[src/rtl/pc_unit.sv]
// Fetch-stage program counter with relative branch, absolute jump and call/return via a circular RAS.
// Optional macro PC_ALIGN_CHECK_EN: clears low target bits on taken transfers and pulses misaligned.
module pc_unit #(
    parameter int                    ADDR_WIDTH  = 32,
    parameter logic [ADDR_WIDTH-1:0] RESET_ADDR  = '0,
    parameter int                    INSTR_BYTES = 4,
    parameter int                    RAS_DEPTH   = 4
) (
    input  logic                  clock,
    input  logic                  reset,
    input  logic                  stall,
    input  logic                  set,
    input  logic [ADDR_WIDTH-1:0] address_offset,
    input  logic                  jump,
    input  logic [ADDR_WIDTH-1:0] jump_target,
    input  logic                  call,
    input  logic                  ret,
    output logic [ADDR_WIDTH-1:0] instruction_address,
    output logic                  ras_empty,
    output logic                  ras_full,
    output logic                  ras_error,
    output logic                  misaligned
);

    localparam int PW = $clog2(RAS_DEPTH);
    localparam int CW = PW + 1;
    localparam logic [ADDR_WIDTH-1:0] STEP     = ADDR_WIDTH'(INSTR_BYTES);
    localparam logic [ADDR_WIDTH-1:0] LOW_MASK = ADDR_WIDTH'(INSTR_BYTES - 1);
    localparam logic [CW-1:0]         FULL_CNT = CW'(RAS_DEPTH);

    logic [ADDR_WIDTH-1:0] pc, pc_next, seq_pc, target;
    logic [ADDR_WIDTH-1:0] ras_mem [RAS_DEPTH];
    logic [PW-1:0]         wr_ptr, ptr_next, top_ptr;
    logic [CW-1:0]         count, count_next;
    logic                  push, pop, err_next;

    assign seq_pc              = pc + STEP;
    assign top_ptr             = wr_ptr - PW'(1);
    assign instruction_address = pc;

    // Data inputs are only selected under their own enable so X on them stays out of state.
    always_comb begin
        target     = pc;
        push       = 1'b0;
        pop        = 1'b0;
        err_next   = 1'b0;
        ptr_next   = wr_ptr;
        count_next = count;
        if (!stall) begin
            if (ret) begin
                if (count != '0) begin
                    target = ras_mem[top_ptr];
                    pop    = 1'b1;
                end else begin
                    target   = seq_pc;
                    err_next = 1'b1;
                end
            end else if (jump) begin
                target = jump_target;
                push   = call;
            end else if (set) begin
                target = pc + address_offset;
                push   = call;
            end else begin
                target = seq_pc;
            end
        end
        // Pushing while full overwrites the oldest slot, which wr_ptr already points at.
        if (push) begin
            ptr_next = wr_ptr + PW'(1);
            if (count == FULL_CNT) err_next = 1'b1;
            else                   count_next = count + CW'(1);
        end else if (pop) begin
            ptr_next   = top_ptr;
            count_next = count - CW'(1);
        end
    end

`ifdef PC_ALIGN_CHECK_EN
    logic taken, mis_next;
    assign taken    = !stall && (ret ? (count != '0) : (jump || set));
    assign mis_next = taken && ((target & LOW_MASK) != '0);
    assign pc_next  = taken ? (target & ~LOW_MASK) : target;

    always_ff @(posedge clock) begin
        if (!reset) misaligned <= 1'b0;
        else        misaligned <= mis_next;
    end
`else
    assign pc_next    = target;
    assign misaligned = 1'b0;
`endif

    always_ff @(posedge clock) begin
        if (!reset) begin
            pc        <= RESET_ADDR;
            wr_ptr    <= '0;
            count     <= '0;
            ras_empty <= 1'b1;
            ras_full  <= 1'b0;
            ras_error <= 1'b0;
        end else begin
            pc        <= pc_next;
            wr_ptr    <= ptr_next;
            count     <= count_next;
            ras_empty <= (count_next == '0);
            ras_full  <= (count_next == FULL_CNT);
            ras_error <= ras_error | err_next;
        end
    end

    // Storage needs no reset; only the pointer and count define its contents.
    always_ff @(posedge clock) begin
        if (reset && push) ras_mem[wr_ptr] <= seq_pc;
    end

endmodule

[config.mk]
export PLATFORM = sky130hd
export DESIGN_NAME = pc_unit
export DESIGN_NICKNAME = d
export VERILOG_FILES = /design/src/rtl/pc_unit.sv
export SDC_FILE = /design/constraint.sdc
export NUM_CORES = 1
export LEC_CHECK = 0
export CORE_AREA = 2 2 158 160
export DETAILED_ROUTE_END_ITERATION = 12
export DIE_AREA = 0 0 160 162
export GPL_ROUTABILITY_DRIVEN = 0
export PLACE_DENSITY = 0.63
export SKIP_CTS_REPAIR_TIMING = 1
export SYNTH_ARGS = -nofsm -noshare
export SYNTH_HDL_FRONTEND = slang
export SYNTH_SLANG_ARGS = --single-unit
[constraint.sdc]
create_clock -name clock -period 3.9 [get_ports clock]
set_clock_uncertainty 0.15 [all_clocks]
set_input_delay 0.78 -clock clock [delete_from_list [all_inputs] [get_ports clock]]
set_output_delay 0.78 -clock clock [all_outputs]
set_load 0.05 [all_outputs]
; Word-level counts from Yosys, hierarchy flattened
; Memory sizes are Yosys's and may differ from the RTL's.
; Index checks and enable logic that the tools add are counted.
[op_classes]
addsub = 6
eq_ne = 2
muxes = 23
bitwise = 1
reduce_logical = 4
[ops]
columns = op, n
row1 = $mux 32, 4
row2 = $add 32x3->32 const B, 1
row3 = $add 32x32->32, 1
row4 = $mux 1, 14
row5 = $mux 3, 3
row6 = $eq 3x3->1 const B, 2
row7 = $mux 2, 2
row8 = $add 3x1->3 const B, 1
row9 = $logic_not 3->1, 1
row10 = $reduce_bool 3->1, 1
row11 = $sub 3x1->3 const B, 1
row12 = $add 2x1->2 const B, 1
row13 = $reduce_bool 2->1, 1
row14 = $sub 2x1->2 const B, 1
row15 = $logic_and 1x1->1, 1
row16 = $or 1x1->1, 1
[totals]
regBits = 40
mem_bits_rw = 128
in_bits = 71
output_inout_bits = 36
word_cells = 43
memories = 1
[memory_table]
columns = name, depth, word_bits, read_ports, rd_clocked_by_memory_dff, write_ports, line
row1 = ras_mem, 4, 32, 1, 0, 1, 32  ; logic [ADDR_WIDTH-1:0] ras_mem [RAS_DEPTH];

; Logic depth before layout (Yosys ltp)
[depth]
word_depth = 7
ltp_mapped = 13

; Least setup slack after synthesis
; Ideal clock, no wire load.
[synth_timing]
kind = register to register
start = register wr_ptr[0]
end = register pc[23], in the netlist instruction_address[23]
t_arrival_ns = 3.166
t_required_ns = 3.622
slack_ns = 0.456
path_stages_with_launch = 12
n_path_buf = 6
cell_sequence = dfxtp_1 > buf_2 > buf_2 > buf_2 > inv_1 > ha_1 > clkbuf_1 > clkbuf_1 > clkbuf_1 > mux4_2 > a221oi_1 > a21oi_1
[synth_via]
elab_chain_cells = 4
[synth_rtl]
columns = element, line
row1 = start: declaration, 33  ; logic [PW-1:0] wr_ptr, ptr_next, top_ptr;
row2 = start signal: assignment, 104  ; wr_ptr <= ptr_next;
row3 = $sub 2x1->2, 38  ; assign top_ptr = wr_ptr - PW'(1);
row4 = $mem_v2 4x32, --
row5 = $mux 32, 51  ; if (count != '0) begin
row6 = $mux 32, 50  ; if (ret) begin
row7 = end signal: assignment, 103  ; pc <= pc_next;
row8 = end: declaration, 31  ; logic [ADDR_WIDTH-1:0] pc, pc_next, seq_pc, target;
; Every way passes these cells.
; A chain may end at the register's enable or synchronous reset.

; Worst setup path after layout
[layout_timing]
start = input port address_offset[0]
end = register pc[28], in the netlist instruction_address[28]
[layout_via]
elab_chain_cells = 4
[layout_rtl]
columns = element, line
row1 = start: declaration, 13  ; input logic [ADDR_WIDTH-1:0] address_offset,
row2 = $add 32x32->32, 62  ; target = pc + address_offset;
row3 = $mux 32, 61  ; end else if (set) begin
row4 = $mux 32, 58  ; end else if (jump) begin
row5 = $mux 32, 50
; Every way passes these cells.

==> metrics.txt <==
outcome=finished, final reports clean; port bufs=between 100 and 150; first-pass GRT wire length=41500 um; Worst Hold Class=flop to flop; FF+latch count, synth=between 150 and 200; RSZ-0062 raised after global routing=no; number of diodes=0; Setup CP Type=input port to flop; Inst Count DP=1261; htree depth=4; via count of the first global-routing pass=between 7000 and 8000; Chip Width=between 150 and 200 um; CTS sink cnt=168; Max Cap Violations=0; GRT Overall Usage=20.8%; Core Rows=57; vias per inst=approximately 5.7; non-filler cells, final=about 1300; Power Total=a little under 5 mW; top cells by area, synth=edfxtp_1 (41%), dfxtp_1 (8.6%), mux4_2 (7.7%); final worst-path cycle share=slightly above 90%; DP HPWL=around 20000 um; Worst Max-Slew Pin Slew=just under 0.8 ns; total grt overflow=0; Clk Latency, worst-skew pair=~0.44 ns; slew margin rel.=roughly half; Tmin final=between 3 and 4 ns; CP endpoint kind=flop; drt wl/cell=around 21 um; maximum clock path buffer count=2; initial antenna violation count=0; initial core utilization=38.8%; final setup fails=0; Critical R2R Launch=instruction_address[0]$_SDFFE_PN0P_; I/O pin count=between 100 and 150; CTS tree=built; post-route setup TNS=0 ns; CTS clk-pin slew, worst paths=0.07 ns; CTS Buf Count=17; Final Core Density=between 40% and 50%; setup ws final=~0.29 ns; Power Density=around 430 nW/um^2; root buf cell=clkbuf_16; peak fanout along the critical path=3; share of the synthesized area in the top cell type=about two fifths; Post-DP Area=11000 um^2; syn_area_per_cell=roughly 11 um^2; final hold violations=0; Die Y=between 150 and 200 um; via count=7335; Synth Net Count=around 950; design area=~12000 um^2; layout cell share with drive strength beyond 1=approximately an eighth; DRC viols=0; asr flop ratio synth=0%; startpoint types=input port; Syn Inst Count=approximately 830; Fmax=about 0.28 GHz; Hold Path Origin=ras_error$_SDFF_PN0_; Area Overhead vs Synth=23.4%; dpl ws=-0.133 ns; Post-synth top flop=edfxtp_1; Yosys warnings=0; maximum vdd ir drop=approximately 0.33 mV; Seq/Total Area, Yosys=between 40 and 50%; DR pass1 iterations=6; multi-input logic area=approximately 4400 um^2; CP required=4.13 ns; Antenna Violating Nets Remaining=0; WHS=around 0.34 ns; initial DRC count=667; Final Max Slew Viols=0; leakage=about 4.3 nW; Cell Area, Synth=9360 um^2; worst endpoint data arrival time=3.84 ns; nets@finish=1067; storage element area=roughly 4600 um^2; Die ar.=around 26000 um^2; CP startpoint=address_offset[0]; largest net degree at the start of global routing=42; Filler Cell Count=2242; WL final=between 20000 and 30000 um; library cells used by synthesis=73; Placeable Area=24100 um^2; EDFF count, synth=~130; most area-hungry cell type in the Yosys netlist=edfxtp_1
-- power breakdown --
group          total, mW  leakage (nW)  internal (mW)  switching (mW)
sequential          2.08          1.50           2.00          0.0800
clock               1.65         0.285          0.858           0.795
combinational       1.20          2.47          0.492           0.706
total               4.93          4.25           3.35            1.58
-- registers in the layout, indices dropped and copies added (netlist names) --
signal	count
count	3
wr_ptr	2
ras_full	1
ras_empty	1
instruction_address	32
ras_mem	128
ras_error	1
-- critical path: stages --
cell and delay, ns:
clkdlybuf4s50_1 0.46, ha_1 0.17, inv_1 0.06, fa_1 0.39, nand2b_1 0.18, a21oi_1 0.25, o31a_1 0.22, o21ai_0 0.16
a31oi_1 0.32, a21oi_1 0.12, a211oi_1 0.28, mux2_2 0.37, nor2_1 0.10
-- cells by family (layout without fill, tap and decap cells) --
| family | count (synthesis) | in the layout | synth area share [%] |
|---|---|---|---|
| other cells | 1 | 1 | 0.0401 |
| buf+inv | 76 | 211 | 3.29 |
| flops | 168 | 168 | 49.6 |
| xor+xnor | 47 | 47 | 4.48 |
| fa+ha+maj | 40 | 40 | 5.43 |
| compound gates | 244 | 244 | 16.8 |
| mux | 37 | 37 | 8.26 |
| simple gates | 221 | 221 | 12.1 |
-- synth_stat cells (3+ instances only) --
| cell | count |
|---|---|
| edfxtp_1 | 128 |
| a21oi_1 | 63 |
| nor2_1 | 59 |
| o21ai_0 | 59 |
| nand2_1 | 52 |
| dfxtp_1 | 40 |
| ha_1 | 39 |
| inv_1 | 32 |
| mux4_2 | 32 |
| xnor2_1 | 32 |
| clkbuf_1 | 30 |
| nand3_1 | 25 |
| a21o_1 | 20 |
| a221oi_1 | 19 |
| and3_1 | 15 |
| xor2_1 | 14 |
| nor3_1 | 13 |
| a31oi_1 | 12 |
| nor2b_1 | 10 |
| buf_2 | 9 |
| nand2b_1 | 9 |
| a211oi_1 | 8 |
| o22ai_1 | 7 |
| a22oi_1 | 6 |
| o221ai_1 | 6 |
| nor3b_1 | 5 |
| or3_1 | 5 |
| a21boi_0 | 4 |
| a221o_1 | 4 |
| nand4_1 | 4 |
| o211ai_1 | 4 |
| o21a_1 | 4 |
| o21ai_1 | 4 |
| a211o_1 | 3 |
| buf_4 | 3 |
| mux2i_1 | 3 |
| nor4_1 | 3 |
| o211a_1 | 3 |
| or2_2 | 3 |
-- layout by cell type (no fill, tap or decap), drive strengths merged, types with 7 or more instances in the layout --
| cell | n |
|---|---|
| a211oi | 8 |
| buf | 41 |
| nor2 | 60 |
| nor3 | 16 |
| xnor2 | 33 |
| clkbuf | 17 |
| a21o | 20 |
| a31oi | 12 |
| nand3 | 26 |
| nor2b | 10 |
| xor2 | 14 |
| o22ai | 7 |
| nand2 | 54 |
| mux4 | 32 |
| o21ai | 64 |
| inv | 41 |
| nand2b | 9 |
| and3 | 17 |
| ha | 39 |
| edfxtp | 128 |
| dfxtp | 40 |
| a221oi | 19 |
| clkdlybuf4s50 | 105 |
| a21oi | 63 |
-- layer usage --
layer	vias to the layer above	routed length (um)	global-route usage, %
met5	-	0	0
met2	292	12300	33.1
met1	3540	12100	29.1
met3	38	1780	3.80
li1	3465	-	-
met4	0	612	6.55
-- worst paths after layout --
check                                              end  slack [ns]  depth (start not counted)
hold reg to reg                   ras_error$_SDFF_PN0_        0.34                          2
hold / removal                    ras_error$_SDFF_PN0_        0.34                          2
setup / recovery  instruction_address[28]$_SDFFE_PN0N_        0.29                         13
setup reg to reg  instruction_address[28]$_SDFFE_PN0N_        0.56                         12
-- layout make-up --
class / count / share of cell area [%]
Timing Repair Buffer: 146 / 12.0
Sequential cell: 168 / 40.2
Multi-Input combinational cell: 590 / 38.2
Clock buffer: 17 / 3.68
Clock inverter: 15 / 1.36
Inverter: 33 / 1.07
Tap cell: 324 / 3.51
No activity file was read; power rests on OpenSTA's default activity.
